`config.mk`:
```
export PLATFORM = sky130hd
export DESIGN_NAME = toeplitz_seed_ctrl_flat
export DESIGN_NICKNAME = d
export VERILOG_FILES = /design/src/rtl/toeplitz_seed_ctrl_pkg.sv /design/src/rtl/toeplitz_seed_ctrl_if.sv /design/src/rtl/toeplitz_seed_ctrl_assemble.sv /design/src/rtl/toeplitz_seed_ctrl.sv /design/src/flat_wrapper.sv
export SDC_FILE = /design/constraint.sdc
export NUM_CORES = 2
export LEC_CHECK = 0
export ABC_AREA = 1
export CORE_MARGIN = 5
export CORE_UTILIZATION = 26
export DETAILED_ROUTE_END_ITERATION = 8
export GPL_TIMING_DRIVEN = 1
export HOLD_SLACK_MARGIN = 0.1
export PLACE_DENSITY = 0.55
export SLEW_MARGIN = 10
export SYNTH_ARGS = -nofsm -noshare
export SYNTH_HDL_FRONTEND = slang
export SYNTH_SLANG_ARGS = --single-unit
```
`constraint.sdc`:
```
create_clock -name clk -period 1.68 [get_ports clk]
set_input_delay 0.252 -clock clk [delete_from_list [all_inputs] [get_ports clk]]
set_output_delay 0.252 -clock clk [all_outputs]
set_load 0.02 [all_outputs]
```
`src/rtl/toeplitz_seed_ctrl_pkg.sv`:
```
// Shared types and size helpers for the Toeplitz seed loader.
package toeplitz_pkg;

  typedef enum logic [1:0] {IDLE, LOAD_COL, LOAD_ROW, COMMIT_WAIT} seed_state_t;

  function automatic int xsz(input int n, input int bs);
    return n / bs;
  endfunction

  function automatic int ysz(input int l, input int bs);
    return l / bs;
  endfunction

endpackage

```
`src/rtl/toeplitz_seed_ctrl_if.sv`:
```
// Seed stream, datapath handshake and committed-seed outputs of the seed loader.
interface toeplitz_seed_ctrl_if #(
  parameter int BS = 64,
  parameter int N  = 256,
  parameter int L  = 128
);
  logic          load_start;
  logic [BS-1:0] wr_data;
  logic          wr_valid;
  logic          wr_ready;
  logic          dp_busy;
  logic [N-1:0]  rrow0;
  logic [L-1:0]  col0;
  logic          seed_valid;
  logic          loading;
  logic          commit_pulse;

  modport master (
    output load_start, wr_data, wr_valid, dp_busy,
    input  wr_ready, rrow0, col0, seed_valid, loading, commit_pulse
  );

  modport slave (
    input  load_start, wr_data, wr_valid, dp_busy,
    output wr_ready, rrow0, col0, seed_valid, loading, commit_pulse
  );
endinterface

```
`src/rtl/toeplitz_seed_ctrl_assemble.sv`:
```
// Packs shadow words into col0 and the reversed, one-bit-shifted first row.
// Purely combinational; word 0 always lands in the MSBs.
module seed_assemble
  import toeplitz_pkg::*;
#(
  parameter int BS = 64,
  parameter int N  = 256,
  parameter int L  = 128,
  localparam int XSZ = xsz(N, BS),
  localparam int YSZ = ysz(L, BS)
) (
  input  logic [BS-1:0] row_words [XSZ],
  input  logic [BS-1:0] col_words [YSZ],
  output logic [N-1:0]  next_rrow0,
  output logic [L-1:0]  next_col0
);

  logic [N-1:0] row_packed;
  logic [N-1:0] row_shift;

  always_comb begin
    row_packed = '0;
    next_col0  = '0;
    next_rrow0 = '0;
    for (int k = 0; k < XSZ; k++) row_packed[N-1-k*BS -: BS] = row_words[k];
    for (int k = 0; k < YSZ; k++) next_col0[L-1-k*BS -: BS] = col_words[k];
    // Row MSB is shared with the column, so it falls off the top here.
    row_shift = row_packed << 1;
    for (int i = 0; i < N; i++) next_rrow0[i] = row_shift[N-1-i];
  end

endmodule

```
`src/rtl/toeplitz_seed_ctrl.sv`:
```
// Double-buffered Toeplitz seed loader: column words, then row words, into shadow regs;
// commit to the outputs atomically once the datapath is idle.
module toeplitz_seed_ctrl
  import toeplitz_pkg::*;
#(
  parameter int BS = 64,
  parameter int N  = 256,
  parameter int L  = 128
) (
  input logic                clk,
  input logic                rst,
  toeplitz_seed_ctrl_if.slave sif
);

  localparam int XSZ = xsz(N, BS);
  localparam int YSZ = ysz(L, BS);
  localparam int CW  = $clog2(XSZ + YSZ + 1);

  if ((N % BS) != 0 || (L % BS) != 0) begin : g_size_err
    $error("toeplitz_seed_ctrl: N and L must be multiples of BS");
  end

  seed_state_t   state_q, state_d;
  logic [CW-1:0] cnt_q, cnt_d;
  logic [BS-1:0] c_q [YSZ];
  logic [BS-1:0] c_d [YSZ];
  logic [BS-1:0] r_q [XSZ];
  logic [BS-1:0] r_d [XSZ];
  logic [N-1:0]  rrow0_q, rrow0_d;
  logic [L-1:0]  col0_q, col0_d;
  logic          seed_valid_q, seed_valid_d;
  logic          commit_pulse_q, commit_pulse_d;

  logic [N-1:0]  next_rrow0;
  logic [L-1:0]  next_col0;
  logic          wr_ready;
  logic          beat;

  seed_assemble #(.BS(BS), .N(N), .L(L)) u_assemble (
    .row_words  (r_q),
    .col_words  (c_q),
    .next_rrow0 (next_rrow0),
    .next_col0  (next_col0)
  );

  assign wr_ready = (state_q == LOAD_COL) || (state_q == LOAD_ROW);
  assign beat     = sif.wr_valid && wr_ready;

  always_comb begin
    state_d        = state_q;
    cnt_d          = cnt_q;
    c_d            = c_q;
    r_d            = r_q;
    rrow0_d        = rrow0_q;
    col0_d         = col0_q;
    seed_valid_d   = seed_valid_q;
    commit_pulse_d = 1'b0;

    unique case (state_q)
      IDLE: begin
        if (sif.load_start) begin
          state_d = LOAD_COL;
          cnt_d   = '0;
        end
      end
      LOAD_COL: begin
        if (sif.load_start) begin
          cnt_d = '0;
        end else if (beat) begin
          for (int k = 0; k < YSZ; k++)
            if (cnt_q == CW'(k)) c_d[k] = sif.wr_data;
          if (cnt_q == CW'(YSZ - 1)) begin
            state_d = LOAD_ROW;
            cnt_d   = '0;
          end else begin
            cnt_d = cnt_q + CW'(1);
          end
        end
      end
      LOAD_ROW: begin
        if (sif.load_start) begin
          state_d = LOAD_COL;
          cnt_d   = '0;
        end else if (beat) begin
          for (int k = 0; k < XSZ; k++)
            if (cnt_q == CW'(k)) r_d[k] = sif.wr_data;
          if (cnt_q == CW'(XSZ - 1)) begin
            state_d = COMMIT_WAIT;
          end else begin
            cnt_d = cnt_q + CW'(1);
          end
        end
      end
      COMMIT_WAIT: begin
        if (!sif.dp_busy) begin
          rrow0_d        = next_rrow0;
          col0_d         = next_col0;
          seed_valid_d   = 1'b1;
          commit_pulse_d = 1'b1;
          state_d        = IDLE;
        end
        // A restart still lets a same-cycle commit through first.
        if (sif.load_start) begin
          state_d = LOAD_COL;
          cnt_d   = '0;
        end
      end
      default: state_d = IDLE;
    endcase
  end

  always_ff @(posedge clk) begin
    if (rst) begin
      state_q        <= IDLE;
      cnt_q          <= '0;
      for (int k = 0; k < YSZ; k++) c_q[k] <= '0;
      for (int k = 0; k < XSZ; k++) r_q[k] <= '0;
      rrow0_q        <= '0;
      col0_q         <= '0;
      seed_valid_q   <= 1'b0;
      commit_pulse_q <= 1'b0;
    end else begin
      state_q        <= state_d;
      cnt_q          <= cnt_d;
      c_q            <= c_d;
      r_q            <= r_d;
      rrow0_q        <= rrow0_d;
      col0_q         <= col0_d;
      seed_valid_q   <= seed_valid_d;
      commit_pulse_q <= commit_pulse_d;
    end
  end

  assign sif.wr_ready     = wr_ready;
  assign sif.rrow0        = rrow0_q;
  assign sif.col0         = col0_q;
  assign sif.seed_valid   = seed_valid_q;
  assign sif.loading      = (state_q != IDLE);
  assign sif.commit_pulse = commit_pulse_q;

endmodule

```
`src/flat_wrapper.sv`:
```
// flat-port wrapper written by rule: the top's interface ports become plain ports
module toeplitz_seed_ctrl_flat import toeplitz_pkg::*;
#(
  parameter int BS = 64,
  parameter int N  = 256,
  parameter int L  = 128
)
  (clk, rst, sif_load_start, sif_wr_data, sif_wr_valid, sif_dp_busy, sif_wr_ready, sif_rrow0, sif_col0, sif_seed_valid, sif_loading, sif_commit_pulse);
  toeplitz_seed_ctrl_if #(.BS(BS), .N(N), .L(L)) sif_i ();
  input logic clk;
  input logic rst;
  input wire logic [$bits(sif_i.load_start)-1:0] sif_load_start;
  input wire logic [$bits(sif_i.wr_data)-1:0] sif_wr_data;
  input wire logic [$bits(sif_i.wr_valid)-1:0] sif_wr_valid;
  input wire logic [$bits(sif_i.dp_busy)-1:0] sif_dp_busy;
  output wire logic [$bits(sif_i.wr_ready)-1:0] sif_wr_ready;
  output wire logic [$bits(sif_i.rrow0)-1:0] sif_rrow0;
  output wire logic [$bits(sif_i.col0)-1:0] sif_col0;
  output wire logic [$bits(sif_i.seed_valid)-1:0] sif_seed_valid;
  output wire logic [$bits(sif_i.loading)-1:0] sif_loading;
  output wire logic [$bits(sif_i.commit_pulse)-1:0] sif_commit_pulse;
  assign sif_i.load_start = sif_load_start;
  assign sif_i.wr_data = sif_wr_data;
  assign sif_i.wr_valid = sif_wr_valid;
  assign sif_i.dp_busy = sif_dp_busy;
  assign sif_wr_ready = sif_i.wr_ready;
  assign sif_rrow0 = sif_i.rrow0;
  assign sif_col0 = sif_i.col0;
  assign sif_seed_valid = sif_i.seed_valid;
  assign sif_loading = sif_i.loading;
  assign sif_commit_pulse = sif_i.commit_pulse;
  toeplitz_seed_ctrl #(.BS(BS), .N(N), .L(L)) u_core (.clk(clk), .rst(rst), .sif(sif_i));
endmodule
```
Word-level counts from Yosys, hierarchy flattened
Index checks and enable logic that the tools add are counted.

cells by class
  eq/ne operators = 16
  reductions and logical operators = 16
  add/subtract/negate cells = 1
  muxes and demuxes = 19
  bitwise operators = 3

operator list
  cell                                                    number
  AND reduction 4 bit                                     7
  two-way mux 3 bit                                       7
  two-way mux 2 bit                                       9
  inequality test 3 bit (second input constant)           3
  one-hot mux 3 bit (3 select lines)                      1
  one-hot mux 2 bit (4 select lines)                      1
  AND reduction 7 bit                                     1
  == test 3 x 2 -> 1 bit (second input constant)          2
  inequality test 2 bit (second input constant)           3
  inequality test 3 x 2 -> 1 bit (second input constant)  2
  == test 2 bit (second input constant)                   2
  inequality test 2 x 1 -> 1 bit (second input constant)  2
  OR reduction 2 bit                                      2
  adder 3 x 1 -> 3 bit (second input constant)            1
  == test 3 x 1 -> 1 bit (second input constant)          1
  logical NOT 3 bit                                       1
  NOT 1 bit                                               3
  == test 2 x 1 -> 1 bit (second input constant)          1
  logical NOT 2 bit                                       1
  AND reduction 2 bit                                     1
  nonzero test 2 bit                                      1
  logical AND 1 bit                                       1
  logical OR 1 bit                                        1
  two-way mux 1 bit                                       1

word-level totals
  register bits after elaboration = 773
  input bits = 69

Depth between registers and ports, before layout
  depth after elaboration = 6
  gate-level depth with buffers = 10
  depth with buffers taken out = 9

Cells and area by module
A second synthesis with hierarchy kept.

unflattened totals
  cell total of the unflattened synthesis = 3804
  area, all modules = 29867.4 µm²

modules (own cells, without submodules)
  module              area each (µm²)  times used  sequential area each (µm²)  cells each
  toeplitz_seed_ctrl  26980.9          1           15514.9                     3419
  seed_assemble       2886.5           1           0.0                         385

Worst setup path before layout
Ideal clock, no wire load.

  path type = reg-to-reg
  from = register u_core.state_q[0]
  to = register u_core.r_q[100] in the netlist's numbering
  required time = 1.552 ns
  slack = -0.230 ns
  stages on the path, launching flop included = 9
  period minus slack after synthesis = 1.910 ns
  arrival = 1.781 ns
  setup time = 0.128 ns
  cell sequence = dfxtp_1 -> inv_1 -> ha_1 -> nand2_2 -> nor2_2 -> nand3_1 -> clkbuf_1 -> o21ai_0 -> a21oi_1

on the way
  longest elaborated chain between the ends = 4
  elaborated cells between the ends (all ways) = 5
  those cells by class = 2 x eq/ne; 3 x reduce/logical

RTL lines
  element                                                  line                       text
  from (decl)                                              toeplitz_seed_ctrl.sv:23   seed_state_t state_q, state_d;
  from (signal assigned)                                   toeplitz_seed_ctrl.sv:123  state_q <= state_d;
  == test 2 x 1 -> 1 bit or == test 2 bit (tied branches)  toeplitz_seed_ctrl.sv:46   assign wr_ready = (state_q == LOAD_COL) || (state_q == LOAD_ROW);
  logical OR 1 bit (*)                                     toeplitz_seed_ctrl.sv:46
  via sif_wr_ready                                         flat_wrapper.sv:16         output wire logic [$bits(sif_i.wr_ready)-1:0] sif_wr_ready;
  logical AND 1 bit (*)                                    toeplitz_seed_ctrl.sv:47   assign beat = sif.wr_valid && wr_ready;
  AND reduction 4 bit (no source line) (*)                 -
  to (signal assigned)                                     toeplitz_seed_ctrl.sv:126  r_q <= r_d;
  to (decl)                                                toeplitz_seed_ctrl.sv:27   logic [BS-1:0] r_q [XSZ];

Mark *: on every way through the listed nets, which the timed path passes. The rest lies on a longest branch.
A chain may end at the register's enable or synchronous reset.

Worst setup path in the final report
  from = register u_core.state_q[1]
  to = register u_core.r_q[189] in the netlist's numbering

on the way
  longest elaborated chain between the ends = 4
  elaborated cells between the ends (all ways) = 5
  those cells by class = 2 x eq/ne; 3 x reduce/logical

RTL lines
  element                                                  line
  == test 2 x 1 -> 1 bit or == test 2 bit (tied branches)  toeplitz_seed_ctrl.sv:46, toeplitz_seed_ctrl.sv:59
  logical OR 1 bit                                         toeplitz_seed_ctrl.sv:46
  logical AND 1 bit                                        toeplitz_seed_ctrl.sv:47
  AND reduction 4 bit (no source line) (*)                 -

Every way passes the cells marked *; elsewhere a longest branch is shown, timed or not.

==> flow_summary.toml <==
[clock_tree]
postCtsHoldBufs = 0
numCtsBuffers = 86
clkTransAtPathRegs_ps = 60
cts_tree = "built"
clockRootBuffer = "clkbuf_16"
cts.sinks = 773
clk_latency_ps = 640
htreeDepth = 3
cts_buffer_depth = 3

[sta]
rsz0062_at_grt = "true"
max_freq_mhz = 553
maxSlewViolCount = 0
relSlewSlack_pct = 63.6
final.setup.tns_ps = -21120
hold_viol_final = 0
setup_violations = 519
worst_slew_pin_slew_ps = 545
holdWs_ps = 395
clock_skew_ps = 17.0
period_share_pct = 108
setup_slack_ps = -127
post-route-min-period_ps = 1810

[setup_path]
start_kind = "flip-flop"
critical_path.max_fanout = 18
critPathArrivalTime_ps = 2330
crit_chain = "inv_2 > ha_4 > nand2_4 > nor2_4 > inv_4 > nor2_4 > buf_4 > inv_4 > clkbuf_16 > nor2_1 > nor2_1"
r2r_start = "u_core.state_q[1]$_SDFFE_PP0P_"
cp_top_family = "simple AND/OR/NAND/NOR gates"
critical_path_class = "flip-flop to flip-flop"
crit_buf_inv = 5
rrSetupSlack_ps = -130
r2r_end = "u_core.r_q[189]$_SDFFE_PP0P_"
max_stage_delay_ps = 330
critPathRequiredTime_ps = 2200
cp_slowest_cell = "dfxtp_2"
endpoint_kind = "flip-flop"
worstRegToRegCells = 11

[global_routing]
busiest_layer = "met2"
overflow = 0
antenna_found_initial = 2
first_global_vias = 22454
grtUsageMet3_pct = 4.24
grt_use_met1_pct = 23.0
grt_first_pass_wirelength_mm = 144
grtUsageTotal_pct = 17.1
use_met2_pct = 27.6
grt_max_degree = 65

[floorplan]
io_pins = 457
coreArea_mm2 = 0.102
die_area_mm2 = 0.109
initial_core_util_pct = 26.2
die_h_um = 330
rows = 117
die_w_um = 330

[power]
pwr_density_cell_mw_per_mm2 = 1270
switchingPower_mw = 14.2
sw_frac_of_total_pct = 28.8
power.share.clock_pct = 40.0
p_int_mw = 35.2
peakVddDrop_mv = 0.696
p_leak_nw = 17.4
total_power_mw = 49.5
combPwrFrac_pct = 18.8
seq_power_share_pct = 41.3

[synth]
ys_seq_elements = 773
syn_avg_cell_area_um2 = 7.91
synth.cell_area_mm2 = 0.0266
synth.largest_area_cell = "dfxtp_1"
synth.most_common_cell = "nor2_1"
synth_top_area_share_pct = 58.1
syn_nets = 3448
synthTopCellsByCount = "1300 x nor2_1, 773 x dfxtp_1, 733 x o21ai_0"
synth_edf_count = 0
syn_inst = 3368
ys_warn_count = 0
async_flop_share_pct = 0
yosysSeqAreaShare_pct = 58.1
synth.distinct_cells = 21
ys_top_cells_by_area = "dfxtp_1 58%, nor2_1 18%, o21ai_0 14%"
ys.flop_type = "dfxtp_1"

[hold_path]
hold_end = "u_core.r_q[221]$_SDFFE_PP0P_"
min_path_cells = 4
hold_class = "input port to flip-flop"
hold_start = "sif_wr_data[29]"

[place]
io_buffers = 455
gp_congestion = 0.781
dp_hpwl_mm = 62.9
preCtsSetupSlack_ps = -333
dpl.cell_count = 5087

[run]
maxCapViolations = 0

[drt]
num_vias = 24338
drt-initial-drc-count = 1936
routedWlPerCell_um = 20.4
dr.pass1.iters = 5
vias_per_cell = 4.58
drtAntennaViolNets = 0
drc = 0
wl_mm = 109

[cells_and_area]
drive_gt1_share_pct = 14.3
nFillCells = 10306
area_growth_pct = 45.6
fin_cells = 5318
num-nets-final = 3960

[outcome]
violations = "negative setup slack"
status = "finished, violations left"
per-layer routing:
layer,vias up,wire [µm]
li1,11924,-
met1,11652,49500
met2,646,50000
met3,116,6620
met4,0,2420
met5,-,0
cell type report:
class / count / area [µm²] / share of cell area (%)
well taps: 1368 / 1710 / 4.41
inverters: 88 / 410 / 1.06
flip-flops and latches: 773 / 15500 / 39.9
multi-input cells: 2261 / 10300 / 26.5
repair buffers: 669 / 7900 / 20.4
clock inverters: 26 / 418 / 1.08
clock buffers: 129 / 2570 / 6.61
diodes: 3 / 7.51 / 0.0193
repair inverters: 1 / 11.3 / 0.0290
per-stage QoR:
| stage | instance area, µm² | util [%] |
|---|---|---|
| 2_1_floorplan | 26700 | - |
| 5_1_grt | 38800 | 38.1 |
| 4_1_cts | 37100 | 36.4 |
| 6_report | 38800 | 38.1 |
| 3_5_place_dp | 33800 | 33.2 |
| 3_3_place_gp | 33800 | 33.2 |
repair_timing:
item	in CTS	in global routing
endpoints found under the setup margin	966	790
buffers inserted	7	15
gates resized for setup	646	266
cloned	10	41
pin swaps	10	11
logic make-up (layout without fill, tap and decap cells):
group,count (synthesis),after routing,synth area share [%]
simple gates,1348,1348,19.2
compound gates,901,901,16.9
flops,773,773,58.1
buf+inv,334,913,5.27
fa+ha+maj,11,11,0.517
other cells,1,4,0.0141
worst reg2reg max path: stages, from the launching register on:
cell,delay (ps)
dfxtp_2,330
inv_2,50
ha_4,280
nand2_4,90
nor2_4,140
inv_4,60
nor2_4,150
buf_4,140
inv_4,60
clkbuf_16,210
nor2_1,110
nor2_1,60
placed cells by master, fill, tap and decap left out, types with 8 or more instances in the layout:
| master | netlist | final |
|---|---|---|
| clkbuf_16 | 0 | 121 |
| o21ai_0 | 733 | 617 |
| buf_12 | 0 | 60 |
| clkbuf_8 | 0 | 21 |
| o21ai_2 | 0 | 24 |
| o21ai_1 | 39 | 131 |
| clkdlybuf4s50_1 | 0 | 68 |
| nor2_1 | 1300 | 1214 |
| inv_2 | 10 | 8 |
| bufinv_16 | 0 | 8 |
| buf_6 | 1 | 14 |
| clkdlybuf4s15_1 | 0 | 79 |
| buf_4 | 10 | 84 |
| dfxtp_1 | 773 | 770 |
| nand2_1 | 31 | 31 |
| buf_16 | 0 | 27 |
| nor2_4 | 3 | 30 |
| a21oi_1 | 128 | 127 |
| inv_1 | 77 | 72 |
| nor2_2 | 2 | 61 |
| clkdlybuf4s15_2 | 0 | 56 |
| clkbuf_1 | 152 | 20 |
| dlygate4sd2_1 | 0 | 240 |
worst max path at each step:
stage	from	to	slack, ps	cells after the start
after floorplan	u_core.state_q[0]$_SDFFE_PP0P_	u_core.c_q[100]$_SDFFE_PP0P_	9	9
after global placement	sif_wr_valid	u_core.c_q[16]$_SDFFE_PP0P_	-310	9
after detailed placement	sif_wr_valid	u_core.c_q[16]$_SDFFE_PP0P_	-330	9
after CTS	u_core.state_q[1]$_SDFFE_PP0P_	sif_wr_ready	-200	4
after global routing	u_core.state_q[1]$_SDFFE_PP0P_	u_core.r_q[165]$_SDFFE_PP0P_	-220	11
final	u_core.state_q[1]$_SDFFE_PP0P_	u_core.r_q[189]$_SDFFE_PP0P_	-130	11
registers in the layout, indices dropped and copies added (netlist names):
name and count:
u_core.sif.commit_pulse 1, u_core.sif.seed_valid 1, u_core.r_q 255, u_core.state_q 2
u_core.cnt_q 3, u_core.c_q 128, u_core.sif.col0 128, u_core.sif.rrow0 255
power by group through the flow:
stage               Clock (mW)  Combinational, mW  Sequential, mW
finish                    19.8               9.28            20.4
global route              21.0               10.1            20.5
CTS                       20.2               8.49            20.4
detailed placement           0               8.53            20.8
global placement             0               8.48            20.8
floorplan                    0               3.12            21.7
No activity file was read; power rests on OpenSTA's default activity.
==> variant, RTL diff (same settings) <==
Re-encode `seed_state_t` (4 states) as Gray code, 2 bits wide.
--- a/src/rtl/toeplitz_seed_ctrl_pkg.sv
+++ b/src/rtl/toeplitz_seed_ctrl_pkg.sv
@@ -1,7 +1,7 @@
 // Shared types and size helpers for the Toeplitz seed loader.
 package toeplitz_pkg;
 
-  typedef enum logic [1:0] {IDLE, LOAD_COL, LOAD_ROW, COMMIT_WAIT} seed_state_t;
+  typedef enum logic [1:0] {IDLE = 2'b00, LOAD_COL = 2'b01, LOAD_ROW = 2'b11, COMMIT_WAIT = 2'b10} seed_state_t;
 
   function automatic int xsz(input int n, input int bs);
     return n / bs;
Check against the original RTL: same outputs for any inputs over 4 cycles, from zero or initial values and one cycle with rst high; so few cycles prove little.
==> variant against the unedited design <==
The run still ends with negative setup slack left. Area after synthesis increased by 1.3%. Clock power shrank 4%. Wire length is 6.9% lower. Sequential cell count is the same. Final area barely moved. Die area grew 1.3%. Hold slack worse by 19 ps. First-iteration DRC count is 21% lower. Total power increased by 7.4%. Setup slack better by 83 ps.
==> variant: results (changes against the unedited design) <==
setup_violations: 40  # -92%
worst_pin_slew_ps: 592.9  # +48.07 ps
grt_max_degree: 61  # -6.2%
skew_ps: 21.30  # +4.336 ps
post-place-ws_ps: -304.9  # +28.55 ps
grt_first_pass_wirelength_mm: 141.5  # -1.8%
status: "finished, violations left"
fin_nets: 3963  # +0.076%
ir_drop_mv: 0.7379  # +6.0%
use_met2_pct: 26.42  # -1.2 points
critical_path_arrival_ps: 2260  # -70 ps
placed_area_um2: 34030  # +0.65%
min_from: "sif_wr_data[44]"
fill_cells: 10686  # +3.7%
slowest_delay_ps: 370  # +40 ps
cpLargestDelayFamily: "buffers and inverters"
synth_nets: 3473  # +0.73%
grtUsageMet1_pct: 21.80  # -1.2 points
drtIter0Drc: 1527  # -21%
track_usage_pct: 16.62  # -0.52 points
first_global_vias: 22173  # -1.3%
cp_slowest_cell: "dfxtp_4"
min_path_cells: 3  # -1
ys_seq_area_share_pct: 57.33  # -0.76 points
use_met3_pct: 4.866  # +0.62 points
ys_types: 19  # -9.5%
final_core_util_pct: 37.51  # -0.62 points
violations: "negative setup slack"
vias_per_cell: 4.454  # -2.7%
routed_wl_mm: 101.0  # -6.9%
dp_hpwl_mm: 61.89  # -1.6%
numCtsBuffers: 85  # -1.2%
crit_start: "u_core.cnt_q[1]"
fin_tns_setup_ps: -469.1  # +20660 ps
ys_top_cells_by_count: "778 x nor2_1, 773 x dfxtp_1, 723 x o21ai_0"
setup_ws_ps: -44.05  # +83.30 ps
-- variant: per-stage QoR --
stage | instances | total power [W]
CTS | 5310 | 0.05367
finish | 5339 | 0.05314
floorplan | 3399 | 0.02852
global placement | 5126 | 0.03549
detailed placement | 5126 | 0.03553
global route | 5337 | 0.05576
-- variant: cells by family (layout without fill, tap and decap cells) --
group           Yosys count  count (layout)  synth area share [%]
compound gates         1158            1158                 21.47
fa+ha+maj                 5               5                0.2317
buf+inv                 651            1206                 9.548
flops                   773             773                 57.33
other cells               1               6               0.01389
simple gates            811             811                 11.41
-- variant: layer usage --
metal / routed length [um] / vias up / share of wire, %
met2: 45430 / 569 / 45
met3: 7007 / 141 / 6.9
met4: 2716 / 2 / 2.7
met5: 13 / - / 0.013
li1: - / 11903 / -
met1: 45860 / 11167 / 45
-- variant: final cells by class --
cell class	instances	share of cell area [%]
sequential	773	39.95
clock inverter	30	0.9746
antenna	5	0.03227
inverter	401	4.089
clock buffer	122	6.338
multi-input combinational	1975	25.24
tap	1380	4.453
timing repair buffer	652	18.85
timing repair inverter	1	0.07745
-- variant: power by group through the flow --
| stage | combinational [W] | sequential [W] | clock, W |
|---|---|---|---|
| after floorplan | 0.00387 | 0.0246 | 0 |
| after global placement | 0.0128 | 0.0227 | 0 |
| after detailed placement | 0.0129 | 0.0227 | 0 |
| after CTS | 0.0119 | 0.0223 | 0.0195 |
| after global routing | 0.0130 | 0.0225 | 0.0202 |
| final | 0.0119 | 0.0223 | 0.0190 |
-- variant: path summary, 6_finish.rpt --
kind	endpoint	slack (ps)
worst max-delay path	u_core.c_q[36]	-40
worst min-delay path	u_core.r_q[172]	380
worst max register to register	u_core.c_q[36]	-40
worst min register to register	u_core.sif.rrow0[63]	440
-- variant: timing repair --
action,in CTS,in global routing
resized for setup,682,333
setup endpoints to repair,631,436
hold buffers,0,0
gates cloned,14,23
pin swaps,8,65
setup buffers,21,7
-- variant: worst min-delay path: cells and delay by family --
kind	cells	cell delay [ps]
buffers and inverters	1	530
and+or+nand+nor	2	190
